<file path="src/rtl/pixel_sequencer.sv">
// pixel_sequencer
// Frame-level controller for the pixel array. For each frame requested on
// start it drives erase, then expose, then convert, then reads every pixel
// in turn and forwards the (already Gray-decoded) array data downstream on a
// valid/ready stream.
//
// Ports
//   clk            system clock
//   reset          asynchronous active-low reset
//   start          request one frame (sampled only while idle)
//   abort          synchronous abort of the frame in progress
//   exposure_time  exposure length in cycles, latched at start (0 acts as 1)
//   busy           high whenever a frame is in progress
//   frame_done     one-cycle pulse after the last pixel handshake
//   erase/expose/convert/read/pixel_select   array controls
//   data_in        array data_out
//   pix_data/pix_index/pix_last/pix_valid/pix_ready   downstream stream
module pixel_sequencer #(
    parameter int unsigned PIXEL_COUNT    = 4,
    parameter int unsigned COUNTER_WIDTH  = 8,
    parameter int unsigned ERASE_CYCLES   = 4,
    parameter int unsigned CONVERT_CYCLES = 255,
    parameter int unsigned EXP_WIDTH      = 16,
    localparam int unsigned SEL_W = (PIXEL_COUNT > 1) ? $clog2(PIXEL_COUNT) : 1
) (
    input  logic                     clk,
    input  logic                     reset,
    input  logic                     start,
    input  logic                     abort,
    input  logic [EXP_WIDTH-1:0]     exposure_time,
    output logic                     busy,
    output logic                     frame_done,
    output logic                     erase,
    output logic                     expose,
    output logic                     convert,
    output logic                     read,
    output logic [SEL_W-1:0]         pixel_select,
    input  logic [COUNTER_WIDTH-1:0] data_in,
    output logic [COUNTER_WIDTH-1:0] pix_data,
    output logic [SEL_W-1:0]         pix_index,
    output logic                     pix_last,
    output logic                     pix_valid,
    input  logic                     pix_ready
);

    localparam int unsigned CW_C = $clog2(CONVERT_CYCLES + 1);
    localparam int unsigned CW_E = $clog2(ERASE_CYCLES + 1);
    localparam int unsigned TW_A = (EXP_WIDTH > CW_C) ? EXP_WIDTH : CW_C;
    localparam int unsigned TW   = (TW_A > CW_E) ? TW_A : CW_E;
    localparam logic [SEL_W-1:0] LAST_IDX = SEL_W'(PIXEL_COUNT - 1);

    typedef enum logic [2:0] {
        IDLE,
        ERASE,
        EXPOSE,
        CONVERT,
        RD_SETUP,
        RD_WAIT,
        RD_HOLD,
        DONE
    } state_t;

    state_t                   state, state_n;
    logic [TW-1:0]            timer, timer_n;
    logic [EXP_WIDTH-1:0]     exp_len, exp_len_n;
    logic [SEL_W-1:0]         idx_n;
    logic [COUNTER_WIDTH-1:0] pix_data_n;
    logic [SEL_W-1:0]         pix_index_n;
    logic                     pix_last_n;
    logic                     pix_valid_n;

    // Phase timers count down to zero; each phase is loaded with length-1
    // on entry so the phase lasts exactly its programmed number of cycles.
    always_comb begin
        state_n     = state;
        timer_n     = timer;
        exp_len_n   = exp_len;
        idx_n       = pixel_select;
        pix_data_n  = pix_data;
        pix_index_n = pix_index;
        pix_last_n  = pix_last;
        pix_valid_n = pix_valid;

        unique case (state)
            IDLE: begin
                if (start) begin
                    state_n   = ERASE;
                    timer_n   = TW'(ERASE_CYCLES - 1);
                    exp_len_n = (exposure_time == '0) ? EXP_WIDTH'(1) : exposure_time;
                    idx_n     = '0;
                end
            end
            ERASE: begin
                if (timer == '0) begin
                    state_n = EXPOSE;
                    timer_n = TW'(exp_len - EXP_WIDTH'(1));
                end else begin
                    timer_n = timer - TW'(1);
                end
            end
            EXPOSE: begin
                if (timer == '0) begin
                    state_n = CONVERT;
                    timer_n = TW'(CONVERT_CYCLES - 1);
                end else begin
                    timer_n = timer - TW'(1);
                end
            end
            CONVERT: begin
                if (timer == '0) begin
                    state_n = RD_SETUP;
                    idx_n   = '0;
                end else begin
                    timer_n = timer - TW'(1);
                end
            end
            RD_SETUP: begin
                state_n = RD_WAIT;
            end
            RD_WAIT: begin
                state_n     = RD_HOLD;
                pix_data_n  = data_in;
                pix_index_n = pixel_select;
                pix_last_n  = (pixel_select == LAST_IDX);
                pix_valid_n = 1'b1;
            end
            RD_HOLD: begin
                if (pix_valid && pix_ready) begin
                    pix_valid_n = 1'b0;
                    pix_last_n  = 1'b0;
                    if (pixel_select == LAST_IDX) begin
                        state_n = DONE;
                    end else begin
                        state_n = RD_SETUP;
                        idx_n   = pixel_select + SEL_W'(1);
                    end
                end
            end
            DONE: begin
                state_n = IDLE;
                idx_n   = '0;
            end
            default: begin
                state_n = IDLE;
                idx_n   = '0;
            end
        endcase

        // Abort overrides every transition above; an undelivered beat is dropped.
        if (abort && (state != IDLE)) begin
            state_n     = IDLE;
            timer_n     = '0;
            idx_n       = '0;
            pix_valid_n = 1'b0;
            pix_last_n  = 1'b0;
        end
    end

    // All outputs are registered images of the next state, so every control
    // changes on the same edge as the state it belongs to.
    always_ff @(posedge clk or negedge reset) begin
        if (!reset) begin
            state        <= IDLE;
            timer        <= '0;
            exp_len      <= '0;
            busy         <= 1'b0;
            frame_done   <= 1'b0;
            erase        <= 1'b0;
            expose       <= 1'b0;
            convert      <= 1'b0;
            read         <= 1'b0;
            pixel_select <= '0;
            pix_data     <= '0;
            pix_index    <= '0;
            pix_last     <= 1'b0;
            pix_valid    <= 1'b0;
        end else begin
            state        <= state_n;
            timer        <= timer_n;
            exp_len      <= exp_len_n;
            busy         <= (state_n != IDLE);
            frame_done   <= (state_n == DONE);
            erase        <= (state_n == ERASE);
            expose       <= (state_n == EXPOSE);
            convert      <= (state_n == CONVERT);
            read         <= (state_n == RD_SETUP) || (state_n == RD_WAIT);
            pixel_select <= idx_n;
            pix_data     <= pix_data_n;
            pix_index    <= pix_index_n;
            pix_last     <= pix_last_n;
            pix_valid    <= pix_valid_n;
        end
    end

endmodule

</file>
<file path="config.mk">
export PLATFORM = sky130hd
export DESIGN_NAME = pixel_sequencer
export DESIGN_NICKNAME = d
export VERILOG_FILES = /design/src/rtl/pixel_sequencer.sv
export SDC_FILE = /design/constraint.sdc
export NUM_CORES = 1
export LEC_CHECK = 0
export ABC_AREA = 1
export BUFFER_PORTS_ARGS = -buffer_cell sky130_fd_sc_hd__buf_4
export CORE_MARGIN = 8
export CORE_UTILIZATION = 62
export CTS_CLUSTER_DIAMETER = 40
export CTS_CLUSTER_SIZE = 14
export DETAILED_ROUTE_END_ITERATION = 16
export GPL_ROUTABILITY_DRIVEN = 0
export PLACE_DENSITY_LB_ADDON = 0.1
export SYNTH_ARGS = -nofsm -noshare
export SYNTH_HDL_FRONTEND = slang
export SYNTH_SLANG_ARGS = --single-unit
</file>
<file path="constraint.sdc">
create_clock -name clk -period 2.25 [get_ports clk]
set_input_delay 0.3375 -clock clk [delete_from_list [all_inputs] [get_ports clk]]
set_output_delay 0.3375 -clock clk [all_outputs]
set_load 0.02 [all_outputs]
</file>
==> results of run 1 <==
==> logic make-up (layout without fill, tap and decap cells) <==
kind of cell	count (synthesis)	in the layout	share of synthesized area (%)
flops	55	55	39.8
simple gates	346	346	42.9
compound gates	40	40	6.08
buf+inv	65	116	7.49
fa+ha+maj	4	4	1.45
xor+xnor	9	9	2.28
==> per-layer routing <==
metal	track usage (%)	vias to the layer above	routed length, um
li1	-	1743	-
met1	27.7	1529	3760
met2	35.1	146	3940
met3	4.74	18	730
met4	7.91	0	144
met5	0	-	0
==> cell usage in the layout (no fill, tap or decap) <==
cell and instances:
nand2_1 201, nand4_1 11, nand3b_1 5, nand3_1 40
nor2_4 1, dfrtp_1 55, nand2_4 1, o22ai_1 1
clkinv_4 1, xor2_1 8, and3b_1 1, nor4_1 4
o21ai_1 5, inv_1 51, nand3_2 2, o21bai_1 2
clkbuf_1 1, a21oi_1 7, inv_2 6, nand2_2 10
buf_4 50, nor2_1 58, clkinv_2 1, a31oi_1 1
nor3_1 7, nor2_2 5, a22oi_1 1, xnor2_1 1
ha_1 4, clkbuf_8 6, o21ai_0 23
==> registers in the layout, summed over array words and instances, names as in the netlist <==
name,count
busy,1
expose,1
state,3
erase,1
pix_index,2
pix_last,1
timer,16
read,1
pixel_select,2
exp_len,16
pix_data,8
convert,1
frame_done,1
pix_valid,1
==> report_power, final <==
group | internal, mW | switching [mW]
clock network | 0.253 | 0.321
registers | 1.37 | 0.297
logic | 1.33 | 2.78
==> cell type report <==
| cell class | instances | area [sq um] | area share, % |
|---|---|---|---|
| Clock buffer | 7 | 86.3 | 2.17 |
| Clock inverter | 1 | 8.76 | 0.220 |
| Inverter | 58 | 219 | 5.50 |
| Multi-Input combinational cell | 399 | 1820 | 45.8 |
| Sequential cell | 55 | 1380 | 34.6 |
| Tap cell | 72 | 90.1 | 2.26 |
| Timing Repair Buffer | 50 | 375 | 9.43 |
==> worst max path at each step <==
stage | start | to | slack [ns] | cells after the start
2_1_floorplan | timer[0] | timer[4] | 0.73 | 12
3_3_place_gp | timer[0] | timer[4] | 0.45 | 10
3_5_place_dp | timer[0] | timer[2] | 0.34 | 10
4_1_cts | timer[0] | timer[2] | 0.30 | 10
5_1_grt | timer[0] | timer[4] | 0.02 | 10
6_report | timer[0] | timer[2] | 0.28 | 10
==> reports/metrics.cfg, run 1 <==
[clocking]
post-cts-setup-buffer-count=0
root_buffer=clkbuf_8
cts-buffers-inserted=5
tritoncts_num_sinks=55
post_cts_resized=0
clock_insertion_delay_worst_skew_ns=0.31
htreeDepth=2
cts-hold-fix-buffers=0
cts_tree=yes
cts.clk_slew.worst_paths_ns=0.10
clock_path_buffers=2

[cells_and_area]
fillers=453
ant_cells=0
synthToLayoutAreaGrowth_pct=15.1
end_of_flow_core_utilization_pct=73.2
finish.cell_count_without_fillers=642
layout.nets=602
layout-drive-gt1-share_pct=14.6
layout.cell_area.non_filler_sq_um=3980

[job]
maxCapViolations=0

[synthesis]
synth_cell_types=31
avgSynthCellArea_sq_um=6.66
synth_top_cell_by_area=dfrtp_1
postSynth.asyncResetShare_pct=100
synthFlopType=dfrtp_1
yosys.area.top_type_share_pct=39.8
synth.top_cells.by_area=dfrtp_1 40%, nand2_1 22%, nor2_1 6.3%, nand3_1 5.8%, inv_1 5.5%
synth-warning-count=0
synth.ff_latch_count=55
post_synth_most_frequent_cells=201 x nand2_1, 58 x nor2_1, 55 x dfrtp_1
synth_enable_flop_cells=0
netlist_instances=519
synth-seq-area-share_pct=39.8
yosys.cell_count.top_type=nand2_1
syn_nets=552
synth_area_sq_um=3460

[global_routing]
grt_max_degree=56
grt_pass1_vias=3360
grt_antenna_before_repair=0
global_route.usage.total_pct=21.7
global_route_wire_length_before_repair_um=15000
grt-ovfl-total=0

[sta]
setup_ws_ns=0.283
report.final.slew_viol_count=0
setup_viol_count_final=0
fmaxAchievable_mhz=508
report.final.hold_viol_count=0
fin_tns_setup_ns=0
slew-limit-headroom_pct=55.2
fin_hold_ws_ns=0.0562
post-route-period-util_pct=87.4
grt_setup_unrepaired=false
clock_skew_ns=0.00809
timing_worst_slew_pin_value_ns=0.673
final_period_minus_worst_setup_slack_ns=1.97

[setup_path]
worstRegToRegCells=10
r2r_slack_ns=0.28
critical-path-top-cell-by-count=nand2_1
path_cells=inv_1, ha_1, nand2_1, nor2_1, nand3_1, nand2_1, nand2_2, nand2_1, inv_1, o21ai_1
worstReg2RegEnd=timer[2]
arr_time_crit_path_ns=2.20
timing.critical_path.slowest_cell_delay_ns=0.37
endpoint_kind=flop
startpoint_type=flop
endpoint_required_time_on_the_critical_path_ns=2.48
cp_top_family=simple AND/OR/NAND/NOR gates
crit_type=flop to flop
crit_path_max_fanout=12
worst_path_max_delay_cell=dfrtp_1
crit-reg2reg-launch=timer[0]
path_buf_inv=2

[pwr]
power_per_cell_area_nw_per_um2=1590
ir_drop_uv=755
power.static_leakage_nw=2.19
finalPower_mw=6.34

[place]
hpwl_um=6700
place.port_buffers=48
area_post_placement_sq_um=3880
dp_slack_ns=0.340
dp_cells=634

[die]
core_region_area_sq_um=5440
dieWidth_um=90.7
floorplan.initialDensity_pct=63.6
top_level_ports=49
floorplan.die.height_um=90.7
floorplan.die_area_sq_um=8220
placement_row_count=27

[run_status]
outcome=complete, no violations

[route]
totalWireLength_um=8580
viasPerCell=5.35
routed-via-count=3436
detail_route.iter0.violations=241
route.antenna.remaining_nets=0
wire_per_inst_um=13.4
detailedRoute.firstPassIterationCount=5
route.detailed.drc=0

[hold_path]
hold_path_class=input pin to asynchronous set/reset pin

(Power assumes the default switching activity.)
==> run 2, diff against run 1 <==
- CORE_UTILIZATION: 62 -> 55
- PLACE_DENSITY: default -> 0.76
- PLACE_DENSITY_LB_ADDON: 0.1 -> default
==> run 2 against run 1 <==
- final cell count up 0.93%
- first-iteration DRC count up 4.6%
- global-route usage down 1.4 points
- critical path depth unchanged
- worst hold slack better by 0.0046 ns
- maximum frequency up 7.6%
- cell area up 0.19%
- critical path type unchanged
- largest power group unchanged
==> reports/metrics.cfg, run 2 (synthesis gave the netlist of run 1 again) <==
[clocking]
clock_insertion_delay_worst_skew_ns=0.31
cts-hold-fix-buffers=0
root_buffer=clkbuf_8
post-cts-setup-buffer-count=0
post_cts_resized=0
cts.clk_slew.worst_paths_ns=0.10
tritoncts_num_sinks=55
cts_tree=yes
cts-buffers-inserted=5
htreeDepth=2
clock_path_buffers=2

[cells_and_area]
ant_cells=0
largest_registers=exp_len x16, timer x16, pix_data x8
layout.cells.most_common_list=201 x nand2_1, 58 x nor2_1, 55 x dfrtp_1, 51 x inv_1, 51 x buf_4
final_common_cell=nand2_1
regArea_sq_um=1380
multiInputGateArea_sq_um=1820
fillers=579
layout-drive-gt1-share_pct=14.7
layout.nets=603
synthToLayoutAreaGrowth_pct=15.3

[global_routing]
grt_max_degree=56
grt_antenna_before_repair=0
global_route_wire_length_before_repair_um=14800
global_route.usage.total_pct=20.2
grt_pass1_vias=3256
grt-ovfl-total=0

[pwr]
power.static_leakage_nw=2.19
p_comb_share_pct=64.5
p_clk_share_pct=8.9
ir_drop_uv=881
finalPower_mw=6.29
seq_power_share_pct=26.7
net-switching-power_mw=3.36
power_per_cell_area_nw_per_um2=1580
cellInternalPower_mw=2.93
power_switching_share_pct=53.5

[route]
routed-via-count=3488
detailedRoute.firstPassIterationCount=5
viasPerCell=5.38
wire_per_inst_um=13.4
route.antenna.remaining_nets=0
route.detailed.drc=0
totalWireLength_um=8700
detail_route.iter0.violations=252

[sta]
post-route-period-util_pct=81.3
fmaxAchievable_mhz=547
slew-limit-headroom_pct=54.2
fin_tns_setup_ns=0
report.final.slew_viol_count=0
fin_hold_ws_ns=0.0609
setup_ws_ns=0.421
grt_setup_unrepaired=false
final_period_minus_worst_setup_slack_ns=1.83
clock_skew_ns=0.0109
report.final.hold_viol_count=0
timing_worst_slew_pin_value_ns=0.688
setup_viol_count_final=0

[hold_path]
hold_path_class=input pin to asynchronous set/reset pin

[die]
core_region_area_sq_um=6200
floorplan.die.height_um=95.3
placement_row_count=29
dieWidth_um=95.3
floorplan.initialDensity_pct=55.7
top_level_ports=49
floorplan.die_area_sq_um=9080

[setup_path]
endpoint_kind=flop
crit_path_max_fanout=7
endpoint_required_time_on_the_critical_path_ns=2.50
path_cells=nor2_2, nand2_2, nand2_2, nand3_1, nand2_1, nand2_2, nand2_1, buf_4, nand2_1, nand2_1
critical-path-top-cell-by-count=nand2_1
worst_path_max_delay_cell=dfrtp_1
startpoint_type=flop
timing.critical_path.slowest_cell_delay_ns=0.48
crit_type=flop to flop
arr_time_crit_path_ns=2.08

[place]
place.port_buffers=48
dp_slack_ns=0.477
hpwl_um=6790

[job]
maxCapViolations=0

[run_status]
outcome=complete, no violations

-- run 2: cell types whose count changed in the layout (fill, tap and decap cells not counted), sizes merged --
cell      previous run  this run
buf                 50        51
clkbuf               7         6
clkinvlp             0         1
clkinv               2         1
inv                 57        58
-- run 2: power groups by stage --
stage                     sequential [mW]  combinational [mW]  clock (mW)
after floorplan                      1.77                2.87           0
after global placement               1.67                3.91           0
after detailed placement             1.69                4.00           0
after CTS                            1.67                4.02       0.567
after global routing                 1.73                4.58       0.604
final                                1.68                4.05       0.557
-- run 2: per-stage QoR --
| step | cell area, sq um | util (%) | cells |
|---|---|---|---|
| after detailed placement | 3900 | 62.8 | 640 |
| after global routing | 3990 | 64.2 | 648 |
| final | 3990 | 64.2 | 648 |
| after floorplan | 3460 | - | 519 |
| after global placement | 3900 | 62.8 | 640 |
| after CTS | 3990 | 64.2 | 648 |
-- run 2: path summary, 6_finish.rpt --
check                             from           to  slack, ns  cells past startpoint
setup / recovery              state[1]     timer[8]       0.42                     10
hold / removal                   reset     timer[5]       0.06                      1
setup reg to reg              state[1]     timer[8]       0.42                     10
hold reg to reg            pix_data[1]  pix_data[1]       0.48                      2
max in group asynchronous        reset   exp_len[5]       1.73                      1
min in group clk            data_in[1]  pix_data[1]       0.21                      3
-- run 2: final cells by class --
type / count / area share, %
clock buffer: 6 / 1.82
clock inverter: 2 / 0.408
tap: 77 / 2.42
sequential: 55 / 34.5
multi-input combinational: 399 / 45.7
inverter: 58 / 5.49
timing repair buffer: 51 / 9.60
-- run 2: routing by layer --
metal | part of all wire (%) | routed length, um | up-vias | global-route usage (%)
met5 | 0 | 0 | - | 0
met4 | 1.6 | 142 | 0 | 5.59
met3 | 7.7 | 671 | 27 | 5.43
met2 | 45 | 3960 | 138 | 32.3
met1 | 45 | 3930 | 1576 | 26.5
li1 | - | - | 1747 | -
-- run 2: critical path, delay by kind of cell, from the launching register on --
kind | cells | cell delay, ns
buffers and inverters | 1 | 0.20
flip-flops | 1 | 0.48
AND/OR/NAND/NOR | 9 | 1.09
==> run 3, diff against run 2 <==
- CORE_UTILIZATION: 55 -> 52
- PLACE_DENSITY: 0.76 -> 0.75
- clock period: 2.25 -> 1.67 ns (I/O delays scaled with it)
==> run 3 against run 2 <==
- cell area increased by 15%
- worst setup slack lost 0.49 ns
- critical path depth did not move
- worst hold slack got worse by 0.097 ns
- largest power group unchanged
- clock power grew 65%
- core utilization up 7.3 points
- the flow now finishes with violations (negative hold slack, negative setup slack)
- power up 65%
- clock skew shrank 0.0030 ns
- die area up 4.8%
==> reports/metrics.cfg, run 3 (synthesis gave the netlist of run 1 again) <==
[cells_and_area]
layout.nets=644
finish.cell_count_without_fillers=689
synthToLayoutAreaGrowth_pct=32.1
largest_registers=exp_len x16, timer x16, pix_data x8
layout-drive-gt1-share_pct=28.6
layout.cells.most_common_list=196 x nand2_1, 89 x buf_4, 53 x dfrtp_1, 44 x inv_1, 35 x nand3_1
end_of_flow_core_utilization_pct=71.5
final_common_cell=nand2_1
ant_cells=0
layout.cell_area.non_filler_sq_um=4570

[place]
hpwl_um=7070
place.port_buffers=48
dp_slack_ns=-0.0760
area_post_placement_sq_um=4120
dp_cells=668

[route]
detail_route.iter0.violations=348
wire_per_inst_um=14.2
route.antenna.remaining_nets=0
detailedRoute.firstPassIterationCount=5
routed-via-count=3738
route.detailed.drc=0
totalWireLength_um=9770
viasPerCell=5.43

[die]
placement_row_count=29
dieWidth_um=97.6
core_region_area_sq_um=6390
floorplan.die_area_sq_um=9520
floorplan.initialDensity_pct=54.2
floorplan.die.height_um=97.6
top_level_ports=49

[sta]
setup_viol_count_final=14
fin_tns_setup_ns=-0.503
timing_worst_slew_pin_value_ns=0.686
post-route-period-util_pct=104
slew-limit-headroom_pct=54.3
report.final.slew_viol_count=0
final_period_minus_worst_setup_slack_ns=1.74
report.final.hold_viol_count=55
setup_ws_ns=-0.0717
fmaxAchievable_mhz=574
clock_skew_ns=0.00798
fin_hold_ws_ns=-0.0366
grt_setup_unrepaired=true

[global_routing]
grt_pass1_vias=3480
grt_antenna_before_repair=0
global_route_wire_length_before_repair_um=15700
grt_max_degree=56
global_route.usage.total_pct=19.4
grt-ovfl-total=0

[setup_path]
crit_path_max_fanout=6
arr_time_crit_path_ns=1.95
endpoint_kind=flop
startpoint_type=flop
crit_type=flop to flop
endpoint_required_time_on_the_critical_path_ns=1.88
worstRegToRegCells=10

[clocking]
cts.clk_slew.worst_paths_ns=0.10
root_buffer=clkbuf_8
cts_tree=yes
tritoncts_num_sinks=55
clock_path_buffers=2
htreeDepth=2
clock_insertion_delay_worst_skew_ns=0.32
cts-buffers-inserted=5
cts-hold-fix-buffers=0

[job]
maxCapViolations=0

[pwr]
power.static_leakage_nw=2.45
finalPower_mw=10.3
ir_drop_uv=1370
power_per_cell_area_nw_per_um2=2260

[hold_path]
hold_path_class=input pin to asynchronous set/reset pin

[run_status]
violations=negative hold slack, negative setup slack
outcome=finished with violations

-- run 3: cell types whose count changed in the layout (fill, tap and decap cells not counted), moves of 3 or more --
cell     before  now
buf_4        51   89
inv_1        51   44
inv_2         6   11
nand2_1     201  196
nand2_4       1    4
nand3_1      40   35
nand3_4       0    5
nor2_1       58   33
nor2_2        5   23
nor2_4        1    8
-- run 3: cell type report --
type                       instances  area, sq um
tap                               77         96.3
fill                             518         1820
timing repair buffer              91          699
timing repair inverter             1         6.26
inverter                          58          226
clock buffer                       5         68.8
multi-input combinational        399         2050
sequential                        55         1380
clock inverter                     3         46.3
-- run 3: report_power, final --
group | internal, mW | switching, mW
registers | 1.84 | 0.402
clock network | 0.452 | 0.465
logic | 2.76 | 4.42
-- run 3: worst paths after layout --
kind	endpoint	startpoint	slack [ns]
max	timer[2]	timer[6]	-0.07
min	timer[11]	reset	-0.04
max reg2reg	timer[2]	timer[6]	-0.07
min reg2reg	pix_index[1]	pix_index[1]	0.48
max in group asynchronous	state[1]	reset	1.22
min in group clk	pix_data[1]	data_in[1]	0.13
-- run 3: what timing repair did --
item / CTS / global route
endpoints found under the hold margin: 0 / 0
pin swaps: 5 / 18
gates cloned: 0 / 1
setup buffers: 1 / 11
resized for setup: 11 / 63
endpoints found under the setup margin: 23 / 24
-- run 3: metal layers --
layer  global-route usage [%]  vias up  part of all wire (%)
li1                         -     1826                     -
met1                     24.7     1741                    43
met2                     30.9      150                    47
met3                     5.26       21                   7.2
met4                     6.06        0                   2.0
met5                        0        -                     0
-- run 3: critical path, stage by stage, from the launching register on --
cell      delay [ns]
dfrtp_1         0.42
nor2_2          0.18
nand2_2         0.14
nor2_4          0.16
nand3_1         0.10
nand2_1         0.15
nand2_2         0.11
nand3_4         0.13
clkinv_4        0.10
nand2_1         0.07
o21ai_1         0.06
